==> src/rtl/serial_shift_capture.sv <==
// serial_shift_capture: receive-side model of a serial display shift chain.
// Oversamples ser_clk/ser_pen/ser_clr_n/ser_do on SI_ClkIn, deserialises the
// stream like the physical shift-register chain and latches frames on pen rise.
module serial_shift_capture #(
    parameter int unsigned WIDTH = 64,
    parameter int unsigned CNT_W = 8
) (
    input  logic              SI_ClkIn,
    input  logic              SI_Reset,
    input  logic              ser_clk,
    input  logic              ser_pen,
    input  logic              ser_clr_n,
    input  logic              ser_do,
    output logic [WIDTH-1:0]  data_q,
    output logic              frame_valid,
    output logic              frame_err,
    output logic [CNT_W-1:0]  bit_cnt,
    output logic [15:0]       frame_cnt
);

    // Synchroniser bit order: {do, clr_n, pen, clk}; clr_n idles high.
    localparam int unsigned SYNC_W   = 4;
    localparam logic [SYNC_W-1:0] SYNC_RST = 4'b0100;
    localparam logic [CNT_W-1:0]  CNT_MAX  = '1;

    logic [SYNC_W-1:0] r_s1;
    logic [SYNC_W-1:0] r_s2;
    logic              r_clk_s3;
    logic              r_pen_s3;

    logic [WIDTH-1:0]  r_sr;
    logic [CNT_W-1:0]  r_bit_cnt;
    logic [WIDTH-1:0]  r_data_q;
    logic              r_frame_valid;
    logic              r_frame_err;
    logic [15:0]       r_frame_cnt;

    logic              w_clk_rise;
    logic              w_pen_rise;
    logic              w_clr;
    logic              w_do;
    logic [WIDTH-1:0]  w_sr_nxt;
    logic [CNT_W-1:0]  w_cnt_nxt;
    logic              w_len_ok;

    // Two-flop synchronisers plus history flops for edge detection.
    always_ff @(posedge SI_ClkIn or posedge SI_Reset) begin
        if (SI_Reset) begin
            r_s1     <= SYNC_RST;
            r_s2     <= SYNC_RST;
            r_clk_s3 <= 1'b0;
            r_pen_s3 <= 1'b0;
        end else begin
            r_s1     <= {ser_do, ser_clr_n, ser_pen, ser_clk};
            r_s2     <= r_s1;
            r_clk_s3 <= r_s2[0];
            r_pen_s3 <= r_s2[1];
        end
    end

    assign w_clk_rise = r_s2[0] & ~r_clk_s3;
    assign w_pen_rise = r_s2[1] & ~r_pen_s3;
    assign w_clr      = ~r_s2[2];
    assign w_do       = r_s2[3];

    // Next chain contents and bit count: clear wins over a shift.
    always_comb begin
        w_sr_nxt  = r_sr;
        w_cnt_nxt = r_bit_cnt;
        if (w_clr) begin
            w_sr_nxt  = '0;
            w_cnt_nxt = '0;
        end else if (w_clk_rise) begin
            w_sr_nxt  = {r_sr[WIDTH-2:0], w_do};
            w_cnt_nxt = (r_bit_cnt == CNT_MAX) ? r_bit_cnt : r_bit_cnt + CNT_W'(1);
        end
    end

    assign w_len_ok = (32'(w_cnt_nxt) == 32'(WIDTH));

    // Chain, counters and latched frame; the latch samples the post-clear/shift value.
    always_ff @(posedge SI_ClkIn or posedge SI_Reset) begin
        if (SI_Reset) begin
            r_sr          <= '0;
            r_bit_cnt     <= '0;
            r_data_q      <= '0;
            r_frame_valid <= 1'b0;
            r_frame_err   <= 1'b0;
            r_frame_cnt   <= '0;
        end else begin
            r_sr          <= w_sr_nxt;
            r_frame_valid <= w_pen_rise;
            if (w_pen_rise) begin
                r_bit_cnt   <= '0;
                r_data_q    <= w_sr_nxt;
                r_frame_err <= ~w_len_ok;
                r_frame_cnt <= r_frame_cnt + 16'd1;
            end else begin
                r_bit_cnt   <= w_cnt_nxt;
            end
        end
    end

    assign data_q      = r_data_q;
    assign frame_valid = r_frame_valid;
    assign frame_err   = r_frame_err;
    assign bit_cnt     = r_bit_cnt;
    assign frame_cnt   = r_frame_cnt;

endmodule

==> config.mk <==
export PLATFORM = sky130hd
export DESIGN_NAME = serial_shift_capture
export DESIGN_NICKNAME = d
export VERILOG_FILES = /design/src/rtl/serial_shift_capture.sv
export SDC_FILE = /design/constraint.sdc
export NUM_CORES = 1
export LEC_CHECK = 0
export CORE_UTILIZATION = 61
export CTS_CLUSTER_DIAMETER = 60
export DETAILED_ROUTE_END_ITERATION = 7
export DONT_BUFFER_PORTS = 1
export MAX_ROUTING_LAYER = met4
export PLACE_DENSITY = 0.8
export REMOVE_ABC_BUFFERS = 1
export SLEW_MARGIN = 20
export SYNTH_ARGS = -nofsm -noshare
export SYNTH_HDL_FRONTEND = slang
export SYNTH_SLANG_ARGS = --single-unit
export TNS_END_PERCENT = 20
==> constraint.sdc <==
create_clock -name SI_ClkIn -period 5.7 [get_ports SI_ClkIn]
set_clock_uncertainty 0.05 [all_clocks]
set_input_delay 0.855 -clock SI_ClkIn [delete_from_list [all_inputs] [get_ports SI_ClkIn]]
set_output_delay 0.855 -clock SI_ClkIn [all_outputs]
set_load 0.005 [all_outputs]
==> results of run 1 <==
flip-flops by register name (all words and copies together) (netlist names):
register,flops
data_q,64
frame_err,1
r_clk_s3,1
frame_cnt,16
r_s2,4
r_sr,64
r_s1,4
frame_valid,1
r_pen_s3,1
bit_cnt,8
metal layers:
metal	vias up	track usage (%)	routed length, µm
met3	10	10.0	876
met1	1996	27.5	5040
li1	1808	-	-
met2	99	38.3	6160
met4	0	7.14	126
met5	-	-	0
cells by family after synthesis:
logic type	Yosys count	synth area share [%]
compound gates	74	8.74
xor+xnor	21	2.80
fa+ha+maj	2	0.381
buf+inv	36	2.68
flops	164	62.5
mux	67	11.4
simple gates	182	11.5
critical path, stage by stage (launching register included):
cell,delay [ps]
dfrtp_1,360
nand2b_1,200
inv_2,400
buf_4,620
and4_1,340
and2b_1,220
nand3_1,120
xnor2_1,140
cell usage after synthesis (all sizes together), types with 2 or more instances:
cell | count | area (µm²)
buf | 21 | 120
nand3 | 7 | 35.0
nand2b | 3 | 18.8
clkbuf | 11 | 41.3
inv | 4 | 15.0
nand4 | 4 | 31.3
dfrtp | 162 | 4050
a211oi | 2 | 20.0
nand2 | 144 | 541
xor2 | 5 | 43.8
ha | 2 | 25.0
nor2 | 11 | 41.3
mux2i | 3 | 30.0
dfstp | 2 | 52.6
o211ai | 2 | 15.0
a21boi | 64 | 480
nor2b | 2 | 12.5
and3 | 4 | 25.0
mux2 | 64 | 721
xnor2 | 16 | 140
and4 | 2 | 17.5
where the power goes:
group          total [W]  switching (W)  leakage (nW)  internal (W)
Sequential       0.00122      0.0000368          2.25       0.00119
Clock            0.00113       0.000439         0.285      0.000693
Combinational  0.0000957      0.0000614         0.803     0.0000342
stage by stage:
step | setup slack [ps] | hold slack, ps | cell area [µm²]
after floorplan | 365 | 281 | 6410
after global placement | 3180 | 284 | 6630
after detailed placement | 3090 | 286 | 6630
after CTS | 3070 | 260 | 7230
after global routing | 2910 | 248 | 7230
final | 3080 | 287 | 7230
how the worst max path moves through the flow:
stage | from | endpoint | cells after the start
detailed placement | r_pen_s3 | frame_cnt[14] | 7
finish | r_pen_s3 | frame_cnt[10] | 7
global route | r_pen_s3 | frame_cnt[10] | 7
CTS | r_pen_s3 | frame_cnt[10] | 7
global placement | r_pen_s3 | frame_cnt[12] | 7
floorplan | SI_Reset | bit_cnt[0] | 1
cell type report:
| type | instances | area share (%) |
|---|---|---|
| multi-input combinational | 346 | 31.8 |
| inverter | 4 | 0.311 |
| tap | 136 | 2.35 |
| timing repair buffer | 4 | 0.415 |
| sequential | 164 | 56.8 |
| clock buffer | 21 | 6.21 |
| clock inverter | 11 | 2.11 |
==> results.cfg, run 1 <==
[grt]
grt_max_degree = 122
grt_pass1_wl_mm = 19.9
grt_usage_pct = 23.9
antenna_found_initial = 0
grt_pass1_vias = 3970
overflow = 0

[place]
dpl.hpwl_mm = 7.29
placedCellCount = 654
place_congestion = 0.809
io_buffers = 0

[hold_path]
worstHoldStart = ser_clr_n
worstHoldPathType = in2reg
whs_path_depth = 0
hold_end = r_s1[2]

[worst_setup_path]
endpoint_kind = register
crit_required_ps = 6040
critPathLaunchType = register
worst_ep_arrival_time_ps = 2960
worstPathMaxFanout = 53
path_class = reg2reg
reg2reg_slack_ps = 3080
reg2reg_to = frame_cnt[10]
reg2reg_depth = 7
r2r_start = r_pen_s3

[timing]
fmax_mhz = 381
tightest_slew_ps = 1050
final-setup-viol-count = 0
period_needed_ps = 2620
drv_slew = 0
rsz0062_at_grt = no
final.setup.tns_ps = 0
slew-limit-headroom_pct = 30.3
period_share_pct = 46.0
hold_viol = 0

[floorplan]
die_width_um = 106
die_y_um = 106
io_pins = 96
coreArea_um2 = 10400
start_util_pct = 63.4
fp-row-count = 37
die-area_um2 = 11200

[finish]
regArea_um2 = 4110
diodes = 0
multi_input_area_um2 = 2300
fin_nets = 545
fin_util_pct = 69.7
area_growth_syn_to_layout_pct = 10.0
drive_gt1_share_pct = 20.0
mostFrequentLayoutCell = dfrtp_1
final_cell_count_no_fill = 686
fillCellCount = 729
final_cell_mix = dfrtp_1, nand2_1, a21boi_1, mux2_2

[clock_network]
clk_latency_ps = 510
clk_pin_slew_ps = 60
cts_tree = built
postCtsSetupRepairBufs = 0
htree_levels = 4
holdBufCountCts = 0
cts_buffer_depth = 2
cts_resized = 0
cts.sinks = 164
numCtsBuffers = 17
cts-root-buf = clkbuf_8

[synth]
synth.ff_latch_count = 164
synth_warnings = 0
synth_ff_type = dfrtp_1
netlist_area_um2 = 6570
synth-edff-count = 0
syn_area_per_cell_um2 = 12.0
synthArstFlopShare_pct = 100
synth_cells = 546
ys_seq_area_share_pct = 62.5
synth_cell_types = 37

[routing]
wl_mm = 12.2
vias = 3913
dr.pass1.iters = 4
remaining_drc_errors = 0
ant_nets = 0
drt-wirelength-per-cell_um = 17.8
viasPerCell = 5.70
drtIter0Drc = 235

[power_and_ir_drop]
power_density_nw_per_um2 = 339
vdd_drop_max_mv = 0.209
leakage_nw = 3.34
power_w = 0.00245

[flow_run]
drv_cap = 0

[outcome]
status = complete, no violations
Note: power is estimated with default switching activity, not from simulation.
==> run 2: changes to the inputs <==
--- a/config.mk
+++ b/config.mk
@@ -5,12 +5,12 @@
 export SDC_FILE = /design/constraint.sdc
 export NUM_CORES = 1
 export LEC_CHECK = 0
-export CORE_UTILIZATION = 61
+export CORE_UTILIZATION = 57
 export CTS_CLUSTER_DIAMETER = 60
 export DETAILED_ROUTE_END_ITERATION = 7
 export DONT_BUFFER_PORTS = 1
 export MAX_ROUTING_LAYER = met4
-export PLACE_DENSITY = 0.8
+export PLACE_DENSITY = 0.78
 export REMOVE_ABC_BUFFERS = 1
 export SLEW_MARGIN = 20
 export SYNTH_ARGS = -nofsm -noshare
==> constraint.sdc (replaced) <==
create_clock -name SI_ClkIn -period 2.3 [get_ports SI_ClkIn]
set_clock_uncertainty 0.05 [all_clocks]
set_input_delay 0.345 -clock SI_ClkIn [delete_from_list [all_inputs] [get_ports SI_ClkIn]]
set_output_delay 0.345 -clock SI_ClkIn [all_outputs]
set_load 0.005 [all_outputs]
==> run 2 against run 1 <==
  * Die area grew 6.9%
  * Global-route usage fell by 1.9 points
  * Cell count up 2.3%
  * Register-to-register slack worse by 2700 ps
  * Sequential power rose by 150%
  * Clock power grew 140%
  * Sequential share of layout area decreased by 0.92 points
  * Total power up 140%
  * Combinational power increased to 2.8 times the previous value
==> results.cfg, run 2 (synthesized netlist as in run 1, its figures left out) <==
[power_and_ir_drop]
leakage_nw = 3.40
vdd_drop_max_mv = 0.572
power_density_nw_per_um2 = 810

[clock_network]
numCtsBuffers = 17
clk_latency_ps = 410
htree_levels = 4
clk_pin_slew_ps = 60
cts.sinks = 164
postCtsSetupRepairBufs = 0
cts-root-buf = clkbuf_16
cts_buffer_depth = 2
cts_tree = built

[grt]
grt_max_degree = 71
overflow = 0
grt_pass1_wl_mm = 19.3
grt_usage_pct = 22.0
antenna_found_initial = 0
grt_pass1_vias = 3953

[worst_setup_path]
crit_buf_inv = 1
crit_cells = 5
reg2reg_depth = 5
crit_slowest_cell = buf_4
worstPathMaxFanout = 55
path_class = reg2reg
critPathLaunchType = register
cp_top_family = buffers and inverters
r2r_start = r_clk_s3
crit_chain = nand2b_2, buf_4, nand2_1, a21boi_1, mux2_2
reg2reg_to = data_q[21]
crit_required_ps = 2600
endpoint_kind = register
worst_ep_arrival_time_ps = 2240
max_stage_delay_ps = 510
reg2reg_slack_ps = 360

[finish]
drive_gt1_share_pct = 20.8
mostFrequentLayoutCell = dfrtp_1
fin_nets = 557
final_cell_mix = dfrtp_1, nand2_1, a21boi_1, mux2_2, clkbuf_16
fillCellCount = 797
area_growth_syn_to_layout_pct = 11.8
multi_input_area_um2 = 2300
diodes = 0
regArea_um2 = 4110

[floorplan]
die-area_um2 = 12000
io_pins = 96
die_width_um = 109
coreArea_um2 = 11000
start_util_pct = 59.6
die_y_um = 109
fp-row-count = 38

[timing]
period_needed_ps = 1940
fmax_mhz = 516
rsz0062_at_grt = no
final-setup-viol-count = 0
slew-limit-headroom_pct = 57.5
drv_slew = 0
period_share_pct = 84.3
fin_ws_ps = 361
final.setup.tns_ps = 0
hold_viol = 0
tightest_slew_ps = 637

[routing]
viasPerCell = 5.60
remaining_drc_errors = 0
ant_nets = 0
vias = 3932
dr.pass1.iters = 4
drt-wirelength-per-cell_um = 16.7
wl_mm = 11.7
drtIter0Drc = 247

[place]
io_buffers = 0
place_ws_ps = 447
dpl.hpwl_mm = 7.26
place_congestion = 0.794

[outcome]
status = complete, no violations

[flow_run]
drv_cap = 0

[hold_path]
hold_end = r_s2[3]
worstHoldPathType = reg2reg
whs_path_depth = 0
worstHoldStart = r_s1[3]
## run 2: changes by cell type in the layout (fill, tap and decap cells not counted), sizes merged
cell and change:
buf +7, bufinv -2, clkbuf +2, clkinv +1
dlygate4sd3 +5, inv -1
## run 2: through the flow
stage                     utilization [%]  total power (W)  instance area (µm²)  std cells  hold slack, ps
after global placement               61.1          0.00333                 6740        665             285
after CTS                            66.6          0.00603                 7350        702             305
after detailed placement             61.1          0.00334                 6740        665             292
after global routing                 66.6          0.00617                 7350        702             308
final                                66.6          0.00596                 7350        702             302
after floorplan                         -          0.00324                 6410        514             281
## run 2: repair_timing
action                                 4_1_cts  5_1_grt
hold buffers                                 5        0
endpoints found under the hold margin       69        0
resized for setup                            0        0
setup endpoints to repair                    0        0
## run 2: report_power, final
group	total, W	switching (W)	leakage (nW)	internal, W
Clock	0.00266	0.00107	0.275	0.00159
Combinational	0.000271	0.000168	0.873	0.000104
Sequential	0.00302	0.0000794	2.25	0.00294
Total	0.00596	0.00132	3.40	0.00464
## run 2: area by class of cell
class	count	area share (%)
sequential	164	55.9
multi-input combinational	346	31.3
clock buffer	23	6.64
timing repair buffer	16	2.49
tap	140	2.38
clock inverter	9	1.06
inverter	4	0.272
## run 2: routing by layer
layer	share of wire, %	GRT usage [%]	vias up
li1	-	-	1826
met1	43	26.6	1977
met2	48	33.6	111
met3	7.9	9.01	18
met4	1.1	7.52	0
met5	0	-	-
## run 2: worst max-delay path by stage
stage                     from          to  slack (ps)
floorplan             SI_Reset  bit_cnt[0]       -2530
global placement    bit_cnt[0]   frame_err         480
detailed placement    r_clk_s3  data_q[28]         450
CTS                   r_clk_s3  data_q[21]         390
global route          r_clk_s3  data_q[21]         270
finish                r_clk_s3  data_q[21]         360
